**src/rtl/alu_operand_sequencer_if.sv**
```systemverilog
// Operand/opcode bus between the sequencer (master) and the combinational ALU (slave).
interface alu_operand_sequencer_if;
    logic [2:0] ain;
    logic [2:0] bin;
    logic       fun_sel0;
    logic       fun_sel1;
    logic [2:0] alu_out;

    modport master (
        output ain,
        output bin,
        output fun_sel0,
        output fun_sel1,
        input  alu_out
    );

    modport slave (
        input  ain,
        input  bin,
        input  fun_sel0,
        input  fun_sel1,
        output alu_out
    );
endinterface

```
**src/rtl/alu_operand_sequencer.sv**
```systemverilog
// Operand entry sequencer for the 3-bit ALU: debounced enter/clear buttons,
// A -> B -> opcode entry, settle wait, registered result capture.

// Button conditioner: 2-flop synchronizer, debounce counter, single press pulse.
// After reset the conditioner stays disarmed until the button has been seen
// debounced-low for DEBOUNCE_CYCLES, so a button held through reset never
// turns into a press once reset is released.
module alu_operand_sequencer_btn #(
    parameter int DEBOUNCE_CYCLES = 16
) (
    input  logic clk,
    input  logic rst,
    input  logic raw_i,
    output logic press_o
);
    localparam logic [15:0] DB_LAST = 16'(DEBOUNCE_CYCLES - 1);

    logic        sync1_q;
    logic        sync2_q;
    logic        db_q;
    logic        db_prev_q;
    logic        armed_q;
    logic [15:0] cnt_q;
    logic [15:0] arm_cnt_q;

    // Bring the asynchronous button level into the clk domain.
    always_ff @(posedge clk) begin
        if (rst) begin
            sync1_q <= 1'b0;
            sync2_q <= 1'b0;
        end else begin
            sync1_q <= raw_i;
            sync2_q <= sync1_q;
        end
    end

    // Accept a level change only after it has persisted for DEBOUNCE_CYCLES.
    always_ff @(posedge clk) begin
        if (rst) begin
            cnt_q     <= '0;
            db_q      <= 1'b0;
            db_prev_q <= 1'b0;
        end else begin
            db_prev_q <= db_q;
            if (sync2_q != db_q) begin
                if (cnt_q == DB_LAST) begin
                    db_q  <= sync2_q;
                    cnt_q <= '0;
                end else begin
                    cnt_q <= cnt_q + 16'd1;
                end
            end else begin
                cnt_q <= '0;
            end
        end
    end

    // Arm press detection once a debounced release has been observed.
    always_ff @(posedge clk) begin
        if (rst) begin
            armed_q   <= 1'b0;
            arm_cnt_q <= '0;
        end else if (!armed_q) begin
            if (!sync2_q && !db_q) begin
                if (arm_cnt_q == DB_LAST) begin
                    armed_q   <= 1'b1;
                    arm_cnt_q <= '0;
                end else begin
                    arm_cnt_q <= arm_cnt_q + 16'd1;
                end
            end else begin
                arm_cnt_q <= '0;
            end
        end
    end

    assign press_o = armed_q & db_q & ~db_prev_q;
endmodule

module alu_operand_sequencer #(
    parameter int DEBOUNCE_CYCLES = 16,
    parameter int SETTLE_CYCLES   = 1
) (
    input  logic                          clk,
    input  logic                          rst,
    input  logic [2:0]                    sw,
    input  logic                          btn_enter,
    input  logic                          btn_clear,
    alu_operand_sequencer_if.master       alu,
    output logic [2:0]                    result,
    output logic                          result_valid,
    output logic [2:0]                    step
);
    // state  | meaning
    // S_A    | waiting for operand A entry
    // S_B    | waiting for operand B entry
    // S_OP   | waiting for opcode entry
    // S_EXEC | operands held, waiting for the ALU to settle
    // S_SHOW | result captured and valid, waiting for enter to restart
    typedef enum logic [2:0] {
        S_A    = 3'd0,
        S_B    = 3'd1,
        S_OP   = 3'd2,
        S_EXEC = 3'd3,
        S_SHOW = 3'd4
    } state_t;

    localparam logic [15:0] SETTLE_LOAD = 16'(SETTLE_CYCLES - 1);

    state_t      state_q;
    logic [2:0]  ain_q;
    logic [2:0]  bin_q;
    logic [1:0]  fun_q;
    logic [2:0]  result_q;
    logic        valid_q;
    logic [2:0]  step_q;
    logic [15:0] settle_q;
    logic        enter_pulse;
    logic        clear_pulse;

    alu_operand_sequencer_btn #(.DEBOUNCE_CYCLES(DEBOUNCE_CYCLES)) u_btn_enter (
        .clk     (clk),
        .rst     (rst),
        .raw_i   (btn_enter),
        .press_o (enter_pulse)
    );

    alu_operand_sequencer_btn #(.DEBOUNCE_CYCLES(DEBOUNCE_CYCLES)) u_btn_clear (
        .clk     (clk),
        .rst     (rst),
        .raw_i   (btn_clear),
        .press_o (clear_pulse)
    );

    // Entry sequence; clear takes priority over enter and over a pending capture.
    always_ff @(posedge clk) begin
        if (rst || clear_pulse) begin
            state_q  <= S_A;
            ain_q    <= '0;
            bin_q    <= '0;
            fun_q    <= '0;
            result_q <= '0;
            valid_q  <= 1'b0;
            step_q   <= 3'b001;
            settle_q <= '0;
        end else begin
            case (state_q)
                S_A: begin
                    if (enter_pulse) begin
                        ain_q   <= sw;
                        state_q <= S_B;
                        step_q  <= 3'b010;
                    end
                end
                S_B: begin
                    if (enter_pulse) begin
                        bin_q   <= sw;
                        state_q <= S_OP;
                        step_q  <= 3'b100;
                    end
                end
                S_OP: begin
                    if (enter_pulse) begin
                        fun_q    <= sw[1:0];
                        settle_q <= SETTLE_LOAD;
                        state_q  <= S_EXEC;
                        step_q   <= 3'b000;
                    end
                end
                S_EXEC: begin
                    if (settle_q == 16'd0) begin
                        result_q <= alu.alu_out;
                        valid_q  <= 1'b1;
                        state_q  <= S_SHOW;
                    end else begin
                        settle_q <= settle_q - 16'd1;
                    end
                end
                S_SHOW: begin
                    if (enter_pulse) begin
                        valid_q <= 1'b0;
                        state_q <= S_A;
                        step_q  <= 3'b001;
                    end
                end
                default: begin
                    state_q <= S_A;
                    step_q  <= 3'b001;
                end
            endcase
        end
    end

    assign alu.ain      = ain_q;
    assign alu.bin      = bin_q;
    assign alu.fun_sel0 = fun_q[0];
    assign alu.fun_sel1 = fun_q[1];
    assign result       = result_q;
    assign result_valid = valid_q;
    assign step         = step_q;
endmodule

```
**src/flat_wrapper.sv**
```systemverilog
// flat-port wrapper written by rule: the top's interface ports become plain ports
module alu_operand_sequencer_flat 
#(
    parameter int DEBOUNCE_CYCLES = 16,
    parameter int SETTLE_CYCLES   = 1
)
  (clk, rst, sw, btn_enter, btn_clear, result, result_valid, step, alu_ain, alu_bin, alu_fun_sel0, alu_fun_sel1, alu_alu_out);
  alu_operand_sequencer_if alu_i ();
  input  logic clk;
  input  logic rst;
  input  logic [2:0] sw;
  input  logic btn_enter;
  input  logic btn_clear;
  output logic [2:0] result;
  output logic result_valid;
  output logic [2:0] step;
  output wire logic [$bits(alu_i.ain)-1:0] alu_ain;
  output wire logic [$bits(alu_i.bin)-1:0] alu_bin;
  output wire logic [$bits(alu_i.fun_sel0)-1:0] alu_fun_sel0;
  output wire logic [$bits(alu_i.fun_sel1)-1:0] alu_fun_sel1;
  input wire logic [$bits(alu_i.alu_out)-1:0] alu_alu_out;
  assign alu_ain = alu_i.ain;
  assign alu_bin = alu_i.bin;
  assign alu_fun_sel0 = alu_i.fun_sel0;
  assign alu_fun_sel1 = alu_i.fun_sel1;
  assign alu_i.alu_out = alu_alu_out;
  alu_operand_sequencer #(.DEBOUNCE_CYCLES(DEBOUNCE_CYCLES), .SETTLE_CYCLES(SETTLE_CYCLES)) u_core (.clk(clk), .rst(rst), .sw(sw), .btn_enter(btn_enter), .btn_clear(btn_clear), .alu(alu_i), .result(result), .result_valid(result_valid), .step(step));
endmodule
```
**config.mk**
```make
export PLATFORM = sky130hd
export DESIGN_NAME = alu_operand_sequencer_flat
export DESIGN_NICKNAME = d
export VERILOG_FILES = /design/src/rtl/alu_operand_sequencer_if.sv /design/src/rtl/alu_operand_sequencer.sv /design/src/flat_wrapper.sv
export SDC_FILE = /design/constraint.sdc
export NUM_CORES = 1
export LEC_CHECK = 0
export CELL_PAD_IN_SITES_DETAIL_PLACEMENT = 1
export CELL_PAD_IN_SITES_GLOBAL_PLACEMENT = 1
export CORE_ASPECT_RATIO = 1.4
export CORE_MARGIN = 2
export CORE_UTILIZATION = 42
export CTS_BUF_LIST = sky130_fd_sc_hd__clkbuf_4 sky130_fd_sc_hd__clkbuf_8
export CTS_CLUSTER_SIZE = 20
export DETAILED_ROUTE_END_ITERATION = 8
export DONT_BUFFER_PORTS = 1
export MAX_ROUTING_LAYER = met4
export PLACE_DENSITY = 0.72
export SLEW_MARGIN = 20
export SYNTH_ARGS = -nofsm -noshare
export SYNTH_HDL_FRONTEND = slang
export SYNTH_HIERARCHICAL = 1
export SYNTH_SLANG_ARGS = --single-unit
```
**constraint.sdc**
```tcl
create_clock -name clk -period 3.25 [get_ports clk]
set_clock_uncertainty 0.15 [all_clocks]
set_input_delay 0.65 -clock clk [delete_from_list [all_inputs] [get_ports clk]]
set_output_delay 0.65 -clock clk [all_outputs]
set_load 0.02 [all_outputs]
```
==> results.md, run 1 <==
- RR Startpoint: u_core/settle_q[0]
- Vias: 4290
- Final Util: 0.4581
- IO Count: 25
- Total GRT Usage: 0.1922
- Min-delay worst type: in -> reg
- Fin Hold WS: 0.1849 ns
- Root Buffer Master: clkbuf_8
- Antenna Cells: 0
- Post-route ant nets: 0
- Ys async rst share: 0
- H-Tree Depth: 3
- Post-CTS sizing: 0
- FP Rows: 47
- Initial Utilization: 0.4329
- Top post-synthesis cells by area: dfxtp_1 (42%), nor2_1 (5.2%), a21oi_1 (4.2%)
- Final wirelength: 11860 um
- Slew Limit Fails: 0
- Unrepaired setup endpoints after global routing: false
- Final period util: 0.8007
- Clock transition at path regs: 0.10 ns
- CP required: 3.33 ns
- Pwr Density: 430.4 mW/mm2
- Max layer used: met4
- Synth Cell Area: 0.005142 mm2
- Most frequent cell after synthesis: dfxtp_1
- Largest driver fanout on the critical path: 5
- Sequential area share after synthesis: 0.4204
- Final min period: 2.602 ns
- Router iterations before antenna repair: 4
- Metal-1 WL: 5226 um
- Worst R2R End: u_core/state_q[0]
- Most used DFF post-synth: dfxtp_1
- Hold violation count in the final report: 0
- Width of the chip: 97.52 um
- Top cell type's share of synthesized area: 0.4204
- Largest net degree at the start of global routing: 27
- Post-synth EDFFs: 0
- Crit. End Element: flop
- Global-route wire length before repair: 20610 um
- Synthesized Nets: 612
- Core area: 0.01188 mm2
- WL per Instance: 16.12 um
- Worst slew margin: 0.4330
- Sink Count: 108
- Static leakage power: 1.781 nW
- Port Buf Inserts: 0
- Worst Hold End: u_core/u_btn_clear/arm_cnt_q[1]
- Kind of critical path: reg -> reg
- R2R Setup Slk: 0.65 ns
- Worst Hold Path Cells: 1
- Die area: 0.01316 mm2
- Leading cell types by count after synthesis: dfxtp_1 (108), nor2_1 (71), a21oi_1 (43)
- Layout filler cell count: 1420
- Initial antenna violation count: 0
- Met3 wire len: 438 um
- Via/cell ratio: 5.829
- Final net count: 601
- DRT iter0 DRCs: 136
- Synthesis warning total: 6
- Largest area contributor in the netlist: dfxtp_1
- CP startpoint kind: flop
- Yosys reg bits: 108
- WP data arrival: 2.68 ns
- Inserted Clock Buffers: 9
- Peak supply drop: 0.2222 mV
- Gr ovfl total: 0
- Share of post-route cells with drive strength above 1: 0.08319
- DRC viols: 0
- Setup bufs post-CTS: 0
- HP Start: rst
- Final setup TNS: 0 ns
- CTS tree: done
- Synth cell types: 64
- Max Fclk: 384.3 MHz
- Number of global-route vias before repair: 4372
- Met2 Routed Length: 5974 um
- P&R area growth vs syn: 5.815%
- Average cell area after synthesis: 8.643 um2
- Actual slew at the worst max-slew pin: 0.8486 ns
- Max Cap Viol: 0
- Hpwl dp: 8588 um
- Post-synthesis instance total: 595
- Hold_buf cts: 0
- Clock Latency Late Sink: 0.37 ns
- Endpoints failing setup: 0
- Clock Tree Buf Depth: 2
- Status: finished clean
- Final RePlAce weighted congestion: 0.8221
- Reg2reg path depth: 6
- Die span in y: 134.9 um
## report_power, final
group / internal, mW / leakage [nW] / total (mW) / switching [mW]
combinational: 0.0225 / 0.799 / 0.0622 / 0.0397
sequential: 1.33 / 0.872 / 1.35 / 0.0168
clock: 0.467 / 0.110 / 0.928 / 0.462
## metal layers
layer / up-vias / track usage
li1: 2128 / -
met1: 2102 / 0.2220
met2: 44 / 0.3299
met3: 16 / 0.04400
met4: 0 / 0.06481
met5: - / -
## per-stage QoR
stage | cells | power, mW | worst slack (ns) | instance area [um2]
3_3_place_gp | 720 | 1.442 | 0.6848 | 5213
3_5_place_dp | 720 | 1.446 | 0.6076 | 5213
5_1_grt | 736 | 2.444 | 0.4054 | 5441
4_1_cts | 736 | 2.378 | 0.6061 | 5441
6_report | 736 | 2.342 | 0.6478 | 5441
2_1_floorplan | 595 | 1.432 | 0.6151 | 5142
## registers in the layout, indices dropped and copies added, names as in the netlist, 2 cells and up
name                          flops
u_core/settle_q                  16
u_core/u_btn_clear/arm_cnt_q     16
u_core/u_btn_clear/cnt_q         16
u_core/u_btn_enter/arm_cnt_q     16
u_core/u_btn_enter/cnt_q         16
u_core/alu.ain                    3
u_core/alu.bin                    3
u_core/result                     3
u_core/state_q                    3
u_core/step                       3
u_core/fun_q                      2
## cells in the final DEF (no fill, tap or decap), types with 7 or more instances in the layout
cell | synthesis | routed
clkbuf_8 | 0 | 10
xnor2_1 | 11 | 11
nand3_1 | 36 | 36
ha_1 | 7 | 7
inv_1 | 21 | 21
dfxtp_1 | 108 | 108
mux2i_1 | 10 | 10
nor3_1 | 9 | 9
nor2b_1 | 8 | 8
nor4_1 | 15 | 15
or4_1 | 8 | 8
nand4_1 | 14 | 14
xor2_1 | 23 | 23
nand2_1 | 36 | 36
or3_1 | 15 | 15
o21ai_0 | 25 | 25
nor2_1 | 71 | 71
and3_1 | 7 | 7
a21oi_1 | 43 | 43
and4_1 | 10 | 10
nand3b_1 | 9 | 9
## worst max-delay path by stage
stage                               start                 end  slack, ns  cells after the start
6_report               u_core/settle_q[0]   u_core/state_q[0]       0.65                      6
4_1_cts        u_core/u_btn_enter/armed_q   u_core/alu.bin[2]       0.61                      6
3_3_place_gp   u_core/u_btn_enter/armed_q   u_core/alu.bin[2]       0.68                      6
5_1_grt        u_core/u_btn_enter/armed_q   u_core/alu.bin[2]       0.41                      6
2_1_floorplan  u_core/u_btn_enter/armed_q  u_core/settle_q[3]       0.62                      9
3_5_place_dp   u_core/u_btn_enter/armed_q   u_core/alu.bin[2]       0.61                      6
## kinds of logic after synthesis
group,after synthesis,share of synthesized area
buf+inv,48,0.04452
xor+xnor,34,0.05791
compound gates,108,0.1331
mux,10,0.01947
fa+ha+maj,7,0.01703
flops,108,0.4204
simple gates,280,0.3075
## critical path, stage by stage (launching register included)
cell and delay (ns):
dfxtp_1 0.35, inv_1 0.09, ha_1 0.19, nor4b_1 0.59
or4b_2 0.73, o21ai_2 0.26, a21oi_1 0.11
## layout make-up
cell class | instances | area [um2] | share of cell area
Tap cell | 147 | 183.9 | 0.03380
Multi-Input combinational cell | 439 | 2758 | 0.5068
Inverter | 23 | 86.33 | 0.01587
Clock buffer | 11 | 145.1 | 0.02667
Timing Repair Buffer | 3 | 22.52 | 0.004139
Clock inverter | 5 | 83.83 | 0.01541
Sequential cell | 108 | 2162 | 0.3973
Power figures use the tool's default switching activity.
==> run 2: changes to the inputs <==
==> constraint.sdc (replaced) <==
create_clock -name clk -period 2.5 [get_ports clk]
set_clock_uncertainty 0.15 [all_clocks]
set_input_delay 0.5 -clock clk [delete_from_list [all_inputs] [get_ports clk]]
set_output_delay 0.5 -clock clk [all_outputs]
set_load 0.02 [all_outputs]
==> results.md, run 2 (synthesized netlist as in run 1, its figures left out) <==
- Status: finished clean
- Final min period: 2.352 ns (-0.2503 ns)
- Die span in y: 134.9 um (unchanged)
- DRT iter0 DRCs: 125 (-8.1%)
- Largest net degree at the start of global routing: 24 (-11%)
- Worst Setup SP: u_core/settle_q[3]
- Number of global-route vias before repair: 4509 (+3.1%)
- Min-delay worst type: in -> reg
- Reg2reg path depth: 4 (-2)
- Clock transition at path regs: 0.11 ns (about the same)
- Clock Tree Buf Depth: 2 (unchanged)
- Total GRT Usage: 0.1945 (+0.002284)
- Root Buffer Master: clkbuf_8
- Sw Share: 0.2373 (+0.01617)
- Via/cell ratio: 5.813 (-0.27%)
- P&R area growth vs syn: 7.567%
- Sw power: 0.6961 mW (+34%)
- Layout filler cell count: 1434 (+0.99%)
- Pwr Density: 530.2 mW/mm2 (+23%)
- Peak supply drop: 0.2282 mV (+2.7%)
- Clock Latency Late Sink: 0.37 ns (about the same)
- Width of the chip: 97.52 um (unchanged)
- Dpl cell area: 0.005324 mm2 (+2.1%)
- Final Util: 0.4657 (+0.007584)
- RR Startpoint: u_core/settle_q[3]
- Post-CTS sizing: 0 (unchanged)
- Sink Count: 108 (unchanged)
- Finished Layout Cells: 750 (+1.9%)
- Pre-CTS setup slack: 0.1787 ns (-0.4289 ns)
- Slew Limit Fails: 0 (unchanged)
- P_int: 2.237 mW (+23%)
- Kind of critical path: reg -> reg
- Hold_buf cts: 0 (unchanged)
- Worst slew margin: 0.5644 (+0.1313)
- Design area: 0.005532 mm2 (+1.7%)
- Port Buf Inserts: 0 (unchanged)
- DP Cell Count: 734 (+1.9%)
- Combinational share of power: 0.029 (+0.002)
- CP startpoint kind: flop
- Worst Setup EP: u_core/settle_q[14]
- PnR worst setup slack: 0.1480 ns (-0.4997 ns)
- Fin Hold WS: 0.03673 ns (-0.1482 ns)
- Worst R2R End: u_core/settle_q[14]
- Setup bufs post-CTS: 0 (unchanged)
- WL per Instance: 15.95 um (-1.0%)
- Endpoints failing setup: 0 (unchanged)
- Inserted Clock Buffers: 9 (unchanged)
- Final period util: 0.9408 (+0.1401)
- Final RePlAce weighted congestion: 0.8162 (-0.72%)
- Most frequent cells in the layout: dfxtp_1 (108), nor2_1 (71), a21oi_1 (43)
- DRC viols: 0 (unchanged)
- Die area: 0.01316 mm2 (unchanged)
- Share of post-route cells with drive strength above 1: 0.1078 (+0.02460)
- Post-route ant nets: 0 (unchanged)
- IO Count: 25 (unchanged)
- Final net count: 615 (+2.3%)
- Unrepaired setup endpoints after global routing: false
- CP required: 2.65 ns (-0.68 ns)
- Max Fclk: 425.2 MHz (+11%)
- Total power: 2.933 mW (+25%)
- Initial antenna violation count: 0 (unchanged)
- Core area: 0.01188 mm2 (unchanged)
- Hold violation count in the final report: 0 (unchanged)
- Final setup TNS: 0 ns (unchanged)
- HP Start: rst
- Clock Power Share: 0.372 (-0.024)
- H-Tree Depth: 3 (unchanged)
- Worst Hold Path Cells: 1 (unchanged)
- R2R Setup Slk: 0.15 ns (-0.50 ns)
- Sequential power share: 0.599 (+0.022)
- Static leakage power: 1.843 nW (+3.5%)
- Hpwl dp: 8604 um (+0.19%)
- Crit. End Element: flop
- Final wirelength: 11960 um (+0.84%)
- Commonest non-fill, non-tap cell in the layout: dfxtp_1
- Gr ovfl total: 0 (unchanged)
- Initial Utilization: 0.4329 (unchanged)
- CTS tree: done
- Router iterations before antenna repair: 4 (unchanged)
- Global-route wire length before repair: 20890 um (+1.3%)
- Max Cap Viol: 0 (unchanged)
- FP Rows: 47 (unchanged)
- Largest driver fanout on the critical path: 6 (+1)
- WP data arrival: 2.51 ns (-0.17 ns)
- Vias: 4360 (+1.6%)
- Antenna Cells: 0 (unchanged)
- Actual slew at the worst max-slew pin: 0.6510 ns (-0.1976 ns)
[run 2: cell type report]
type | count | area, um2 | area share
clock inverters | 7 | 77.57 | 0.01402
inverters | 23 | 86.33 | 0.01561
clock buffers | 9 | 123.9 | 0.02239
multi-input cells | 439 | 2770 | 0.5008
repair buffers | 17 | 127.6 | 0.02307
well taps | 147 | 183.9 | 0.03325
flip-flops and latches | 108 | 2162 | 0.3909
[run 2: worst max-delay path, cell delays in order (launching register included)]
cell	delay, ns
dfxtp_1	0.37
or4_4	0.59
or4b_1	0.57
a2111oi_2	0.39
mux2i_1	0.22
[run 2: how the worst min path moves through the flow]
stage	slack (ns)	endpoint
after floorplan	0.26	u_core/u_btn_clear/sync2_q
after global placement	0.27	u_core/u_btn_clear/sync2_q
after detailed placement	0.29	u_core/u_btn_clear/sync2_q
after CTS	0.004	u_core/u_btn_enter/arm_cnt_q[1]
after global routing	0.008	u_core/u_btn_enter/sync1_q
final	0.04	u_core/u_btn_enter/arm_cnt_q[0]
[run 2: power groups by stage]
stage,Sequential [mW],Combinational (mW),Clock [mW]
2_1_floorplan,1.79,0.0702,0
3_3_place_gp,1.79,0.0813,0
3_5_place_dp,1.80,0.0865,0
4_1_cts,1.76,0.0867,1.14
5_1_grt,1.76,0.0978,1.19
6_report,1.76,0.0855,1.09
[run 2: routing by layer]
layer	part of all wire	vias to the layer above	track usage
met4	0.015	0	0.06019
met5	0	-	-
li1	-	2154	-
met1	0.45	2140	0.2241
met3	0.024	16	0.03313
met2	0.51	50	0.3456
==> edit: new RTL, settings of run 2 <==
Add an input register stage for `sw`, without a reset; this delays it by one clock. The other inputs are not delayed to match.
--- a/src/rtl/alu_operand_sequencer.sv
+++ b/src/rtl/alu_operand_sequencer.sv
@@ -107,6 +107,12 @@
 
     localparam logic [15:0] SETTLE_LOAD = 16'(SETTLE_CYCLES - 1);
 
+    logic [2:0] sw_q;
+
+    always_ff @(posedge clk) begin
+        sw_q <= sw;
+    end
+
     state_t      state_q;
     logic [2:0]  ain_q;
     logic [2:0]  bin_q;
@@ -147,21 +153,21 @@
             case (state_q)
                 S_A: begin
                     if (enter_pulse) begin
-                        ain_q   <= sw;
+                        ain_q   <= sw_q;
                         state_q <= S_B;
                         step_q  <= 3'b010;
                     end
                 end
                 S_B: begin
                     if (enter_pulse) begin
-                        bin_q   <= sw;
+                        bin_q   <= sw_q;
                         state_q <= S_OP;
                         step_q  <= 3'b100;
                     end
                 end
                 S_OP: begin
                     if (enter_pulse) begin
-                        fun_q    <= sw[1:0];
+                        fun_q    <= sw_q[1:0];
                         settle_q <= SETTLE_LOAD;
                         state_q  <= S_EXEC;
                         step_q   <= 3'b000;
Behaviour: no difference found for any inputs over 10 cycles, from zero or initial values and one cycle with rst high; that may be too few to reach the edited logic, so the function may still have changed.
==> edit against run 2 <==
- global-route usage about the same
- synthesized area increased by 1.2%
- setup slack improved by 0.23 ns
- cell count increased by 0.27%
- cell area increased by 0.93%
- non-clock buffer count decreased by 2
- sequential cell count increased by 3
- wire length decreased by 1.0%
- synthesized cell count increased by 0.67%
- power increased by 5.6%
- critical endpoint unchanged
==> edit: results (changes against run 2) <==
INFO  metric status = finished, final reports clean
INFO  metric worst_ir_drop_vdd = 0.248 mV (+8.6%)
INFO  metric yosys_most_used_dff = sky130_fd_sc_hd__dfxtp_1
INFO  metric power_leakage = 1.87 nW (+1.3%)
INFO  metric netlist-cell-type-count = 62 (-3.1%)
INFO  metric post_drt_wl_per_cell = 15.7 um (-1.3%)
INFO  metric synth_seq_area_share = 0.427 (+0.00669)
INFO  metric nFillCells = 1478 (+3.1%)
INFO  metric globalRouteTotalUtil = 0.194 (about the same)
INFO  metric synth.top_cells.by_count = sky130_fd_sc_hd__dfxtp_1 (111), sky130_fd_sc_hd__nor2_1 (71), sky130_fd_sc_hd__nand2_1 (40)
INFO  metric cp_max_fo = 10 (+4)
INFO  metric met3_wirelength = 377 um (+34%)
INFO  metric worst_slew_margin_relative_to_its_limit = 0.603 (+0.0390)
INFO  metric cts.hold.buffers_added = 3 (+3)
INFO  metric detail_route.wirelength.met1 = 4910 um (-9.3%)
INFO  metric met2RoutedLength = 6330 um (+4.1%)
INFO  metric grt_pass1_wl = 20900 um (about the same)
INFO  metric synthesized_area_fraction_occupied_by_adder_cells = 0.0168 (-0.000197)
INFO  metric synthTopCellsByArea = sky130_fd_sc_hd__dfxtp_1 (43%), sky130_fd_sc_hd__nor2_1 (5.1%), sky130_fd_sc_hd__xor2_1 (3.9%), sky130_fd_sc_hd__a21oi_1 (3.8%), sky130_fd_sc_hd__nand3_1 (3.5%)
INFO  metric clock_insertion_delay_at_the_later_pin_of_the_skew_report = 0.38 ns
INFO  metric synthXorXnorAreaFrac = 0.0572 (-0.000668)
INFO  metric synth-compound-area-share = 0.118 (-0.0148)
INFO  metric timing.hold.worst.class = in2reg
INFO  metric number_of_nets_in_the_layout = 614 (-0.16%)
INFO  metric worst-r2r-setup-slack = 0.38 ns (+0.23 ns)
INFO  metric first_global_vias = 4639 (+2.9%)
INFO  metric place_congestion = 0.812 (-0.53%)
INFO  metric worst_case_reg_to_reg_path_depth = 6 (+2)
INFO  metric global_route.usage.met1 = 0.204 (-0.0197)
INFO  metric via_count = 4256 (-2.4%)
INFO  metric placed_cell_area = 5330 sq um (about the same)
INFO  metric m2_gr_usage = 0.362 (+0.0167)
INFO  metric place_ws = 0.403 ns (+0.225 ns)
INFO  metric grt_util_met3 = 0.0335 (+0.000413)
INFO  metric whs_endpoint = u_core/u_btn_clear/sync1_q
INFO  metric detailedRoute.firstIterationViolations = 94 (-25%)
INFO  metric timing.critical_path.arrival = 2.29 ns (-0.22 ns)
INFO  metric placedCellCount = 733 (-0.14%)
INFO  metric timing.rr.start = u_core/settle_q[0]
INFO  metric ratio_of_cells_with_drive_above_1_in_the_final_layout = 0.0847 (-0.0231)
INFO  metric proportion_of_synthesized_area_in_mux_cells = 0.0289 (+0.00940)
[edit: layout make-up]
class                      instances  area (sq um)  share of cell area
clock buffer                      11           145              0.0260
tap                              150           188              0.0336
multi-input combinational        438          2740               0.491
clock inverter                     5          81.3              0.0146
sequential                       111          2220               0.398
timing repair buffer              15           120              0.0215
inverter                          22          82.6              0.0148
[edit: power breakdown]
| group | switching, mW | total [mW] | internal [mW] |
|---|---|---|---|
| Combinational | 0.0547 | 0.0904 | 0.0357 |
| Clock | 0.595 | 1.20 | 0.603 |
| Sequential | 0.0237 | 1.81 | 1.79 |
[edit: critical path, cell delays in order, from the launching register on]
cell and delay [ns]:
sky130_fd_sc_hd__dfxtp_1 0.34, sky130_fd_sc_hd__inv_1 0.09, sky130_fd_sc_hd__ha_1 0.37, sky130_fd_sc_hd__and4b_1 0.35, sky130_fd_sc_hd__nand3_1 0.18, sky130_fd_sc_hd__or4_1 0.43, sky130_fd_sc_hd__a21oi_1 0.15
[edit: logic make-up after synthesis]
logic type               Yosys count
buffers and inverters             50
adder cells (fa/ha/maj)            7
flip-flops                       111
XOR/XNOR                          34
multiplexers                      15
AND/OR/NAND/NOR                  282
AO/OA/AOI/OAI                    100
[edit: how the worst max path moves through the flow]
stage,start,end,slack (ns),depth (start not counted)
2_1_floorplan,u_core/u_btn_enter/armed_q,u_core/settle_q[1],0.26,10
6_report,u_core/settle_q[0],u_core/settle_q[14],0.38,6
3_5_place_dp,u_core/settle_q[0],u_core/settle_q[14],0.40,6
4_1_cts,u_core/settle_q[0],u_core/settle_q[14],0.37,6
5_1_grt,u_core/settle_q[0],u_core/settle_q[14],0.20,6
3_3_place_gp,u_core/settle_q[0],u_core/settle_q[10],0.47,6
